File: config.mk
export PLATFORM = sky130hd
export DESIGN_NAME = multi_debounce
export DESIGN_NICKNAME = d
export VERILOG_FILES = /design/src/rtl/multi_debounce.sv
export SDC_FILE = /design/constraint.sdc
export NUM_CORES = 1
export LEC_CHECK = 0
export BUFFER_PORTS_ARGS = -buffer_cell sky130_fd_sc_hd__buf_2
export CAP_MARGIN = 20
export CORE_MARGIN = 3
export CORE_UTILIZATION = 60
export CTS_CLUSTER_DIAMETER = 30
export DETAILED_ROUTE_END_ITERATION = 6
export PLACE_DENSITY = 0.78
export SLEW_MARGIN = 25
export SYNTH_ARGS = -nofsm -noshare
export SYNTH_HDL_FRONTEND = slang
export SYNTH_SLANG_ARGS = --single-unit
export TNS_END_PERCENT = 30
File: constraint.sdc
create_clock -name clk -period 6.85 [get_ports clk]
set_clock_uncertainty 0.1 [all_clocks]
set_input_delay 1.0275 -clock clk [delete_from_list [all_inputs] [get_ports clk]]
set_output_delay 1.0275 -clock clk [all_outputs]
set_load 0.05 [all_outputs]
File: src/rtl/multi_debounce.sv
// multi_debounce: N-channel push-button debouncer.
// Every channel has a two-flop synchroniser and a four-state lockout FSM.
// Each FSM drives a debounced level and one-cycle press/release pulses.
// The optional auto-repeat is enabled by defining MULTI_DEBOUNCE_AUTO_REPEAT_EN.
// When the macro is undefined, the repeat counters and the REPEAT_* parameters
// are not present in the design at all.
// `release` is a reserved word in SystemVerilog, so the release pulse port is
// named release_pulse.
module multi_debounce #(
  parameter int CHANNELS       = 4,
  parameter int LOCKOUT_CYCLES = 20000000
`ifdef MULTI_DEBOUNCE_AUTO_REPEAT_EN
  ,
  parameter int REPEAT_DELAY   = 50000000,
  parameter int REPEAT_PERIOD  = 10000000
`endif
) (
  input  logic                clk,
  input  logic                reset,
  input  logic [CHANNELS-1:0] button,
  output logic [CHANNELS-1:0] level,
  output logic [CHANNELS-1:0] press,
  output logic [CHANNELS-1:0] release_pulse
);

  localparam int CW = $clog2(LOCKOUT_CYCLES + 1);
  // Last count value of a lockout window: cnt runs 0..LOCKOUT_CYCLES-1.
  localparam logic [CW-1:0] CNT_LAST = CW'(LOCKOUT_CYCLES - 1);

`ifdef MULTI_DEBOUNCE_AUTO_REPEAT_EN
  localparam int RMAX = (REPEAT_DELAY > REPEAT_PERIOD) ? REPEAT_DELAY : REPEAT_PERIOD;
  localparam int RW = $clog2(RMAX + 1);
  localparam logic [RW-1:0] DELAY_LAST  = RW'(REPEAT_DELAY - 1);
  localparam logic [RW-1:0] PERIOD_LAST = RW'(REPEAT_PERIOD - 1);
`endif

  typedef enum logic [1:0] {
    IDLE         = 2'd0,
    LOCK_PRESS   = 2'd1,
    PRESSED      = 2'd2,
    LOCK_RELEASE = 2'd3
  } state_t;

  logic [CHANNELS-1:0] sync1;
  logic [CHANNELS-1:0] sync2;

  // Two-flop synchroniser for all raw button inputs.
  always_ff @(posedge clk or posedge reset) begin
    if (reset) begin
      sync1 <= '0;
      sync2 <= '0;
    end else begin
      sync1 <= button;
      sync2 <= sync1;
    end
  end

  generate
    for (genvar gi = 0; gi < CHANNELS; gi++) begin : g_ch
      state_t        state, state_next;
      logic [CW-1:0] cnt, cnt_next;
      logic          level_reg, level_next;
      logic          press_reg, press_next;
      logic          release_reg, release_next;
`ifdef MULTI_DEBOUNCE_AUTO_REPEAT_EN
      logic [RW-1:0] rcnt, rcnt_next;
      logic          repeating, repeating_next;
`endif

      // Per-channel state, lockout counter and registered outputs.
      always_ff @(posedge clk or posedge reset) begin
        if (reset) begin
          state       <= IDLE;
          cnt         <= '0;
          level_reg   <= 1'b0;
          press_reg   <= 1'b0;
          release_reg <= 1'b0;
`ifdef MULTI_DEBOUNCE_AUTO_REPEAT_EN
          rcnt        <= '0;
          repeating   <= 1'b0;
`endif
        end else begin
          state       <= state_next;
          cnt         <= cnt_next;
          level_reg   <= level_next;
          press_reg   <= press_next;
          release_reg <= release_next;
`ifdef MULTI_DEBOUNCE_AUTO_REPEAT_EN
          rcnt        <= rcnt_next;
          repeating   <= repeating_next;
`endif
        end
      end

      // Next-state logic: accept an edge, then ignore the input for the lockout window.
      always_comb begin
        state_next   = state;
        cnt_next     = cnt;
        level_next   = level_reg;
        press_next   = 1'b0;
        release_next = 1'b0;
`ifdef MULTI_DEBOUNCE_AUTO_REPEAT_EN
        // The repeat counter is held at zero outside PRESSED, so it restarts on every entry.
        rcnt_next      = '0;
        repeating_next = 1'b0;
`endif
        case (state)
          IDLE: begin
            if (sync2[gi]) begin
              state_next = LOCK_PRESS;
              press_next = 1'b1;
              level_next = 1'b1;
              cnt_next   = '0;
            end
          end
          LOCK_PRESS: begin
            if (cnt == CNT_LAST) begin
              state_next = PRESSED;
            end else begin
              cnt_next = cnt + CW'(1);
            end
          end
          PRESSED: begin
            if (!sync2[gi]) begin
              // A release takes priority over a repeat that would have fired on this cycle.
              state_next   = LOCK_RELEASE;
              release_next = 1'b1;
              level_next   = 1'b0;
              cnt_next     = '0;
            end
`ifdef MULTI_DEBOUNCE_AUTO_REPEAT_EN
            else if (rcnt == (repeating ? PERIOD_LAST : DELAY_LAST)) begin
              press_next     = 1'b1;
              rcnt_next      = '0;
              repeating_next = 1'b1;
            end else begin
              rcnt_next      = rcnt + RW'(1);
              repeating_next = repeating;
            end
`endif
          end
          LOCK_RELEASE: begin
            if (cnt == CNT_LAST) begin
              state_next = IDLE;
            end else begin
              cnt_next = cnt + CW'(1);
            end
          end
          default: begin
            state_next = IDLE;
          end
        endcase
      end

      assign level[gi]         = level_reg;
      assign press[gi]         = press_reg;
      assign release_pulse[gi] = release_reg;
    end
  endgenerate

endmodule
==> qor.log, run 1 <==
qor: status.outcome finished, final reports clean
qor: timing.timing.max_slew.rel_slack 39.97%
qor: timing.layout_min_cycle_time 2.918 ns
qor: timing.fmax 0.3427 GHz
qor: grt.grt_max_degree 76
qor: job.maxCapViolCount 0
qor: final_layout.syn_to_final_growth 8.855%
qor: route.vias 6293
qor: route.drt_pass_1_iters 5
qor: min_path.holdCritPathClass register to register
qor: synthesis.synth.ff_latch_count 128
qor: synthesis.syn_area_per_cell 9.111 um^2
qor: clock_tree.post_cts.repair.setup_buffers 0
qor: critical_path.r2r_slack 3.93 ns
qor: place.placedInstanceArea 7411 um^2
qor: synthesis.synthesis.area 7362 um^2
qor: synthesis.synth.most_common_cell dfrtp_1
qor: grt.residual_overflow_from_global_routing 0
qor: synthesis.async_flop_share 100.0%
qor: route.totalWireLength 16.09 mm
qor: timing.timing.final.hold_violations 0
qor: critical_path.cp_cell_sequence inv_1 -> ha_1 -> mux2i_1 -> nand2_1 -> a21oi_4 -> a41oi_1 -> a31oi_1
qor: clock_tree.tritoncts yes
qor: route.drc_errors 0
qor: grt.grt_pass1_wl 27.21 mm
qor: die.die_h 116.8 um
qor: clock_tree.clock_tree.buffer_depth 2
qor: die.dieWidth 116.8 um
qor: route.drt-initial-drc-count 659
qor: critical_path.end_kind register
qor: route.wl_per_cell 16.81 um
qor: critical_path.r2r_start g_ch[3].state[0]$_DFFE_PP0P_
qor: route.detail-route-antenna-nets 0
qor: min_path.min_from sync1[0]$_DFF_PP0_
qor: die.io_pins 18
qor: pwr.ir_drop 0.0002843 V
qor: timing.final.period_utilization 42.60%
qor: synthesis.netlist.area_leader.share 43.51%
qor: timing.holdWs 0.2467 ns
qor: grt.met2_usage 39.82%
qor: clock_tree.clk_latency 0.42 ns
qor: grt.globalRoute.busiestLayer met2
qor: synthesis.netlist_top_cells_count 128 x dfrtp_1, 80 x nand2_1, 60 x o21ai_0
qor: pwr.pwr_density_cell 359.0 nW/um^2
qor: timing.grt_setup_unrepaired no
qor: place.finalWeightedCongestion 0.8490
qor: place.placement.io_buffers 17
qor: die.floorplan.rows 39
qor: final_layout.largest_reg_flops 100
qor: synthesis.post_synth_main_area_contributors dfrtp_1 44%, a31oi_1 4.6%, ha_1 4.1%
qor: clock_tree.cts-buffers-inserted 17
qor: die.design.die.area 13640 um^2
qor: synthesis.synth-edff-count 0
qor: route.vias_per_cell 6.576
qor: final_layout.antenna_diode_count 0
qor: synthesis.synth.lib_cells_used.distinct 72
qor: clock_tree.cts_max_level 4
qor: die.core_area 11710 um^2
qor: synthesis.synth_largest_area_cell dfrtp_1
qor: synthesis.synth-warning-count 0
qor: final_layout.finalCoreUtilization 68.43%
qor: synthesis.ys_dominant_reg_cell dfrtp_1
qor: die.floorplan.initialDensity 62.86%
qor: timing.setup_tns 0 ns
qor: pwr.static-leakage-power 0.003477 uW
qor: critical_path.cp_data_required_time 7.08 ns
qor: clock_tree.clk_pin_slew 0.06 ns
qor: pwr.design_power_total 2877 uW
qor: grt.gr-usage-met3 6.992%
qor: critical_path.timing.critical_path.slowest_cell_delay 0.66 ns
qor: clock_tree.ctsRootBufferMaster clkbuf_16
qor: critical_path.cp_arrival 3.15 ns
qor: grt.first_global_vias 5937
qor: final_layout.drive_above_1_share 9.951%
qor: synthesis.post_synth_inst_count 808
qor: critical_path.worstSetupPathType register to register
qor: grt.grt_antenna_before_repair 0
qor: synthesis.syn-num-nets 838
qor: place.place_hpwl 10.78 mm
qor: critical_path.timing.critical_path.fanout_max 31
qor: final_layout.final_net_count 831
qor: final_layout.reg_top3 g_ch.cnt (100), g_ch.state (8)
qor: timing.timing_max_transition_violations_final 0
qor: clock_tree.ctsResizeCount 0
qor: timing.setup_viol 0
qor: critical_path.startpoint g_ch[3].state[0]$_DFFE_PP0P_
qor: clock_tree.cts.hold.buffers_added 0
qor: grt.grt.met1_usage 32.90%
qor: final_layout.final_design_area_no_fill 8014 um^2
qor: clock_tree.cts_sinks 128
qor: final_layout.largest-register g_ch.cnt
qor: timing.tightest_slew 0.8923 ns
qor: synthesis.synth.yosys.seq_area_share 43.51%
qor: grt.grt.total_usage 24.68%
qor: critical_path.crit_path_top_delay_cell a21oi_4
qor: critical_path.critPathLaunchType register
[path summary, 6_finish.rpt]
check                                              end  depth (start not counted)
max                        g_ch[3].cnt[11]$_DFFE_PP0P_                          7
min                                 sync2[0]$_DFF_PP0_                          0
max reg2reg                g_ch[3].cnt[11]$_DFFE_PP0P_                          7
min reg2reg                         sync2[0]$_DFF_PP0_                          0
max in group asynchronous   g_ch[2].cnt[4]$_DFFE_PP0P_                          4
min in group asynchronous  g_ch[3].press_reg$_DFF_PP0_                          2
[where the power goes]
group          internal (uW)  switching, uW  total [uW]
logic                    344            755        1100
registers                835           70.3         905
clock network            551            322         873
total                   1730           1150        2880
[metrics by stage]
step / setup slack, ns / cells
finish: 3.932 / 957
CTS: 4.046 / 956
global placement: 3.964 / 924
global route: 3.698 / 957
detailed placement: 4.105 / 924
floorplan: 2.310 / 808
[logic make-up (layout without fill, tap and decap cells)]
logic type	count (synthesis)	count (layout)	share of synthesized area (%)
compound gates	224	224	19.49
flops	128	128	43.51
simple gates	333	333	24.81
xor+xnor	2	2	0.2380
mux	18	18	2.583
buf+inv	79	85	5.285
fa+ha+maj	24	24	4.079
[cell usage in the layout (no fill, tap or decap), drive strengths merged, types with 5 or more instances in the layout]
cell type,instances
nor2,48
inv,31
a21oi,41
nor4b,9
a31oi,54
mux2,8
nor3,7
o21ai,62
nor4,15
or2,5
nand2b,8
mux2i,10
clkbuf,22
or4,9
o211a,5
and3,22
and2,9
buf,22
nand4,30
a41oi,10
o31ai,5
a21o,7
ha,24
or3,12
nand2,80
clkinv,5
a22o,8
dfrtp,128
and4,14
nand3,51
o211ai,8
[area by class of cell]
type,count,area (um^2)
timing repair buffer,22,142.6
clock inverter,10,111.4
inverter,31,118.9
sequential,128,3203
tap,143,178.9
multi-input combinational,601,3795
fill,896,3697
clock buffer,22,464.2
[critical path, delay by kind of cell, from the launching register on]
| kind | cells | cell delay [ns] |
|---|---|---|
| compound gates | 3 | 1.13 |
| fa+ha+maj | 1 | 0.26 |
| buf+inv | 1 | 0.11 |
| flops | 1 | 0.39 |
| mux | 1 | 0.52 |
| simple gates | 1 | 0.31 |
[per-layer routing]
layer | part of all wire [%] | routed length, um
met3 | 4.3 | 690
met1 | 46 | 7433
met5 | 0 | 0
met4 | 0.90 | 144
met2 | 49 | 7820
(Power assumes the default switching activity.)
==> run 2: changes to the inputs <==
--- a/config.mk
+++ b/config.mk
@@ -8,7 +8,7 @@
 export BUFFER_PORTS_ARGS = -buffer_cell sky130_fd_sc_hd__buf_2
 export CAP_MARGIN = 20
 export CORE_MARGIN = 3
-export CORE_UTILIZATION = 60
+export CORE_UTILIZATION = 57
 export CTS_CLUSTER_DIAMETER = 30
 export DETAILED_ROUTE_END_ITERATION = 6
 export PLACE_DENSITY = 0.78
==> constraint.sdc (replaced) <==
create_clock -name clk -period 2.57 [get_ports clk]
set_clock_uncertainty 0.1 [all_clocks]
set_input_delay 0.3855 -clock clk [delete_from_list [all_inputs] [get_ports clk]]
set_output_delay 0.3855 -clock clk [all_outputs]
set_load 0.05 [all_outputs]
==> run 2 against run 1 <==
  * Critical path depth unchanged
  * Sequential share of layout area decreased by 0.82 points
  * Register-to-register slack worse by 3.8 ns
  * Critical endpoint is now g_ch[2].cnt[23]$_DFFE_PP0P_
  * Largest cell class unchanged
  * Fmax up 21%
  * Via count up 1.1%
  * Wire length rose by 0.16%
==> qor.log, run 2 (synthesized netlist as in run 1, its figures left out) <==
qor: critical_path.worst_r2r_endpoint g_ch[2].cnt[23]$_DFFE_PP0P_
qor: pwr.combinationalPowerShare 39.1%
qor: pwr.static-leakage-power 0.003520 uW
qor: critical_path.cp_data_required_time 2.80 ns
qor: pwr.design_power_total 7804 uW
qor: timing.final.period_utilization 93.73%
qor: pwr.power.sequential.fraction 30.9%
qor: die.die_h 119.7 um
qor: final_layout.largest-register g_ch.cnt
qor: final_layout.antenna_diode_count 0
qor: min_path.holdCritPathClass primary input to async pin
qor: critical_path.ff2ff_path_depth 7
qor: clock_tree.ctsRootBufferMaster clkbuf_16
qor: clock_tree.cts_max_level 4
qor: pwr.power.clock.fraction 30.0%
qor: place.placement.io_buffers 17
qor: timing.timing.final.hold_violations 0
qor: timing.timing_max_transition_violations_final 0
qor: final_layout.mostFrequentLayoutCell dfrtp_1
qor: route.detail-route-antenna-nets 0
qor: critical_path.worstSetupPathType register to register
qor: die.floorplan.initialDensity 59.80%
qor: timing.tightest_slew 0.7164 ns
qor: critical_path.critPathLaunchType register
qor: clock_tree.cts-buffers-inserted 17
qor: die.core_area 12310 um^2
qor: die.design.die.area 14320 um^2
qor: route.vias_per_cell 6.364
qor: final_layout.final_cell_mix 128 x dfrtp_1, 80 x nand2_1, 60 x o21ai_0, 54 x a31oi_1, 50 x nand3_1
qor: timing.layout_min_cycle_time 2.409 ns
qor: clock_tree.clk_pin_slew 0.06 ns
qor: critical_path.cp_arrival 2.64 ns
qor: grt.grt.total_usage 23.26%
qor: timing.timing.max_slew.rel_slack 51.84%
qor: pwr.pwr_density_cell 953.9 nW/um^2
qor: route.drc_errors 0
qor: grt.residual_overflow_from_global_routing 0
qor: job.maxCapViolCount 0
qor: final_layout.fill_cells 980
qor: final_layout.reg_top3 g_ch.cnt (100), g_ch.state (8)
qor: route.drt_pass_1_iters 5
qor: clock_tree.clk_latency 0.42 ns
qor: final_layout.largest_reg_flops 100
qor: critical_path.r2r_slack 0.16 ns
qor: clock_tree.tritoncts yes
qor: pwr.internal_power 4722 uW
qor: critical_path.endpoint g_ch[2].cnt[23]$_DFFE_PP0P_
qor: pwr.ir_drop 0.0007602 V
qor: route.totalWireLength 16.12 mm
qor: timing.worst_slack 0.1612 ns
qor: critical_path.end_kind register
qor: timing.setup_tns 0 ns
qor: route.vias 6364
qor: route.met1Wirelength 7.145 mm
qor: clock_tree.clock_tree.buffer_depth 2
qor: route.topRoutingLayerUsed met4
qor: timing.fmax 0.4151 GHz
qor: place.placement.setup.worst_slack 0.2098 ns
qor: die.dieWidth 119.7 um
qor: timing.grt_setup_unrepaired no
qor: critical_path.r2r_start g_ch[2].state[0]$_DFFE_PP0P_
qor: route.drt-initial-drc-count 723
qor: final_layout.post_layout_nonfiller_instances 1000
qor: die.floorplan.rows 40
qor: route.dr_wl_met2 8.057 mm
qor: critical_path.startpoint g_ch[2].state[0]$_DFFE_PP0P_
qor: critical_path.timing.critical_path.fanout_max 24
qor: grt.grt_pass1_wl 27.95 mm
qor: status.outcome finished, final reports clean
qor: timing.setup_viol 0
qor: place.finalWeightedCongestion 0.8898
qor: place.place_hpwl 10.74 mm
qor: grt.first_global_vias 6224
qor: pwr.sw_ratio 39.49%
qor: final_layout.final_net_count 849
qor: route.met3_length 831 um
qor: clock_tree.ctsResizeCount 0
qor: die.io_pins 18
qor: grt.grt_max_degree 129
qor: clock_tree.cts_sinks 128
qor: final_layout.drive_above_1_share 11.54%
qor: grt.grt_antenna_before_repair 0
qor: route.wl_per_cell 16.12 um
qor: final_layout.syn_to_final_growth 11.13%
qor: pwr.p_switching 3082 uW
qor: place.placedCellCount 964
run 2: changes by cell type in the layout (fill, tap and decap cells not counted), sizes merged:
cell	delta
dlygate4sd3	+4
clkinv	-3
clkbuf	-3
clkinvlp	+6
buf	+14
run 2: through the flow:
| stage | cell area (um^2) | util [%] | hold slack, ns |
|---|---|---|---|
| after floorplan | 7366 | - | 0.2312 |
| after global placement | 7560 | 61.40 | 0.2335 |
| after detailed placement | 7560 | 61.40 | 0.2355 |
| after CTS | 8182 | 66.45 | 0.09961 |
| after global routing | 8182 | 66.45 | 0.1198 |
| final | 8182 | 66.45 | 0.03276 |
run 2: metal layers:
layer	up-vias	GRT usage [%]
met4	0	7.731
met5	-	0
li1	3051	-
met1	3109	28.80
met3	9	6.221
met2	195	39.58
run 2: timing repair:
item	4_1_cts	5_1_grt
hold buffers	4	0
buffers inserted	0	0
endpoints found under the hold margin	4	0
run 2: cell type report:
class	instances	area [um^2]	share of cell area (%)
inverter	31	120.1	1.468
sequential	128	3203	39.15
multi-input combinational	601	3774	46.12
clock buffer	19	442.9	5.414
clock inverter	13	138.9	1.698
timing repair buffer	40	292.8	3.579
tap	168	210.2	2.569
run 2: worst min-delay path by stage:
stage,start,end
after floorplan,sync1[0]$_DFF_PP0_,sync2[0]$_DFF_PP0_
after global placement,sync1[1]$_DFF_PP0_,sync2[1]$_DFF_PP0_
after detailed placement,sync1[0]$_DFF_PP0_,sync2[0]$_DFF_PP0_
after CTS,reset,g_ch[3].state[1]$_DFFE_PP0P_
after global routing,reset,g_ch[3].cnt[4]$_DFFE_PP0P_
final,reset,g_ch[3].state[1]$_DFFE_PP0P_
run 2: power by group through the flow:
stage | clock [uW] | combinational [uW] | sequential (uW)
6_report | 2340 | 3050 | 2410
5_1_grt | 2480 | 3400 | 2450
4_1_cts | 2380 | 3040 | 2410
3_5_place_dp | 0 | 3000 | 2440
3_3_place_gp | 0 | 2870 | 2420
2_1_floorplan | 0 | 2460 | 2390
run 2: critical path, stage by stage (launching register included):
cell	delay (ns)
dfrtp_1	0.40
inv_1	0.11
ha_1	0.26
mux2i_1	0.28
nand2_1	0.21
o21ba_2	0.60
a31oi_1	0.16
a31oi_1	0.20
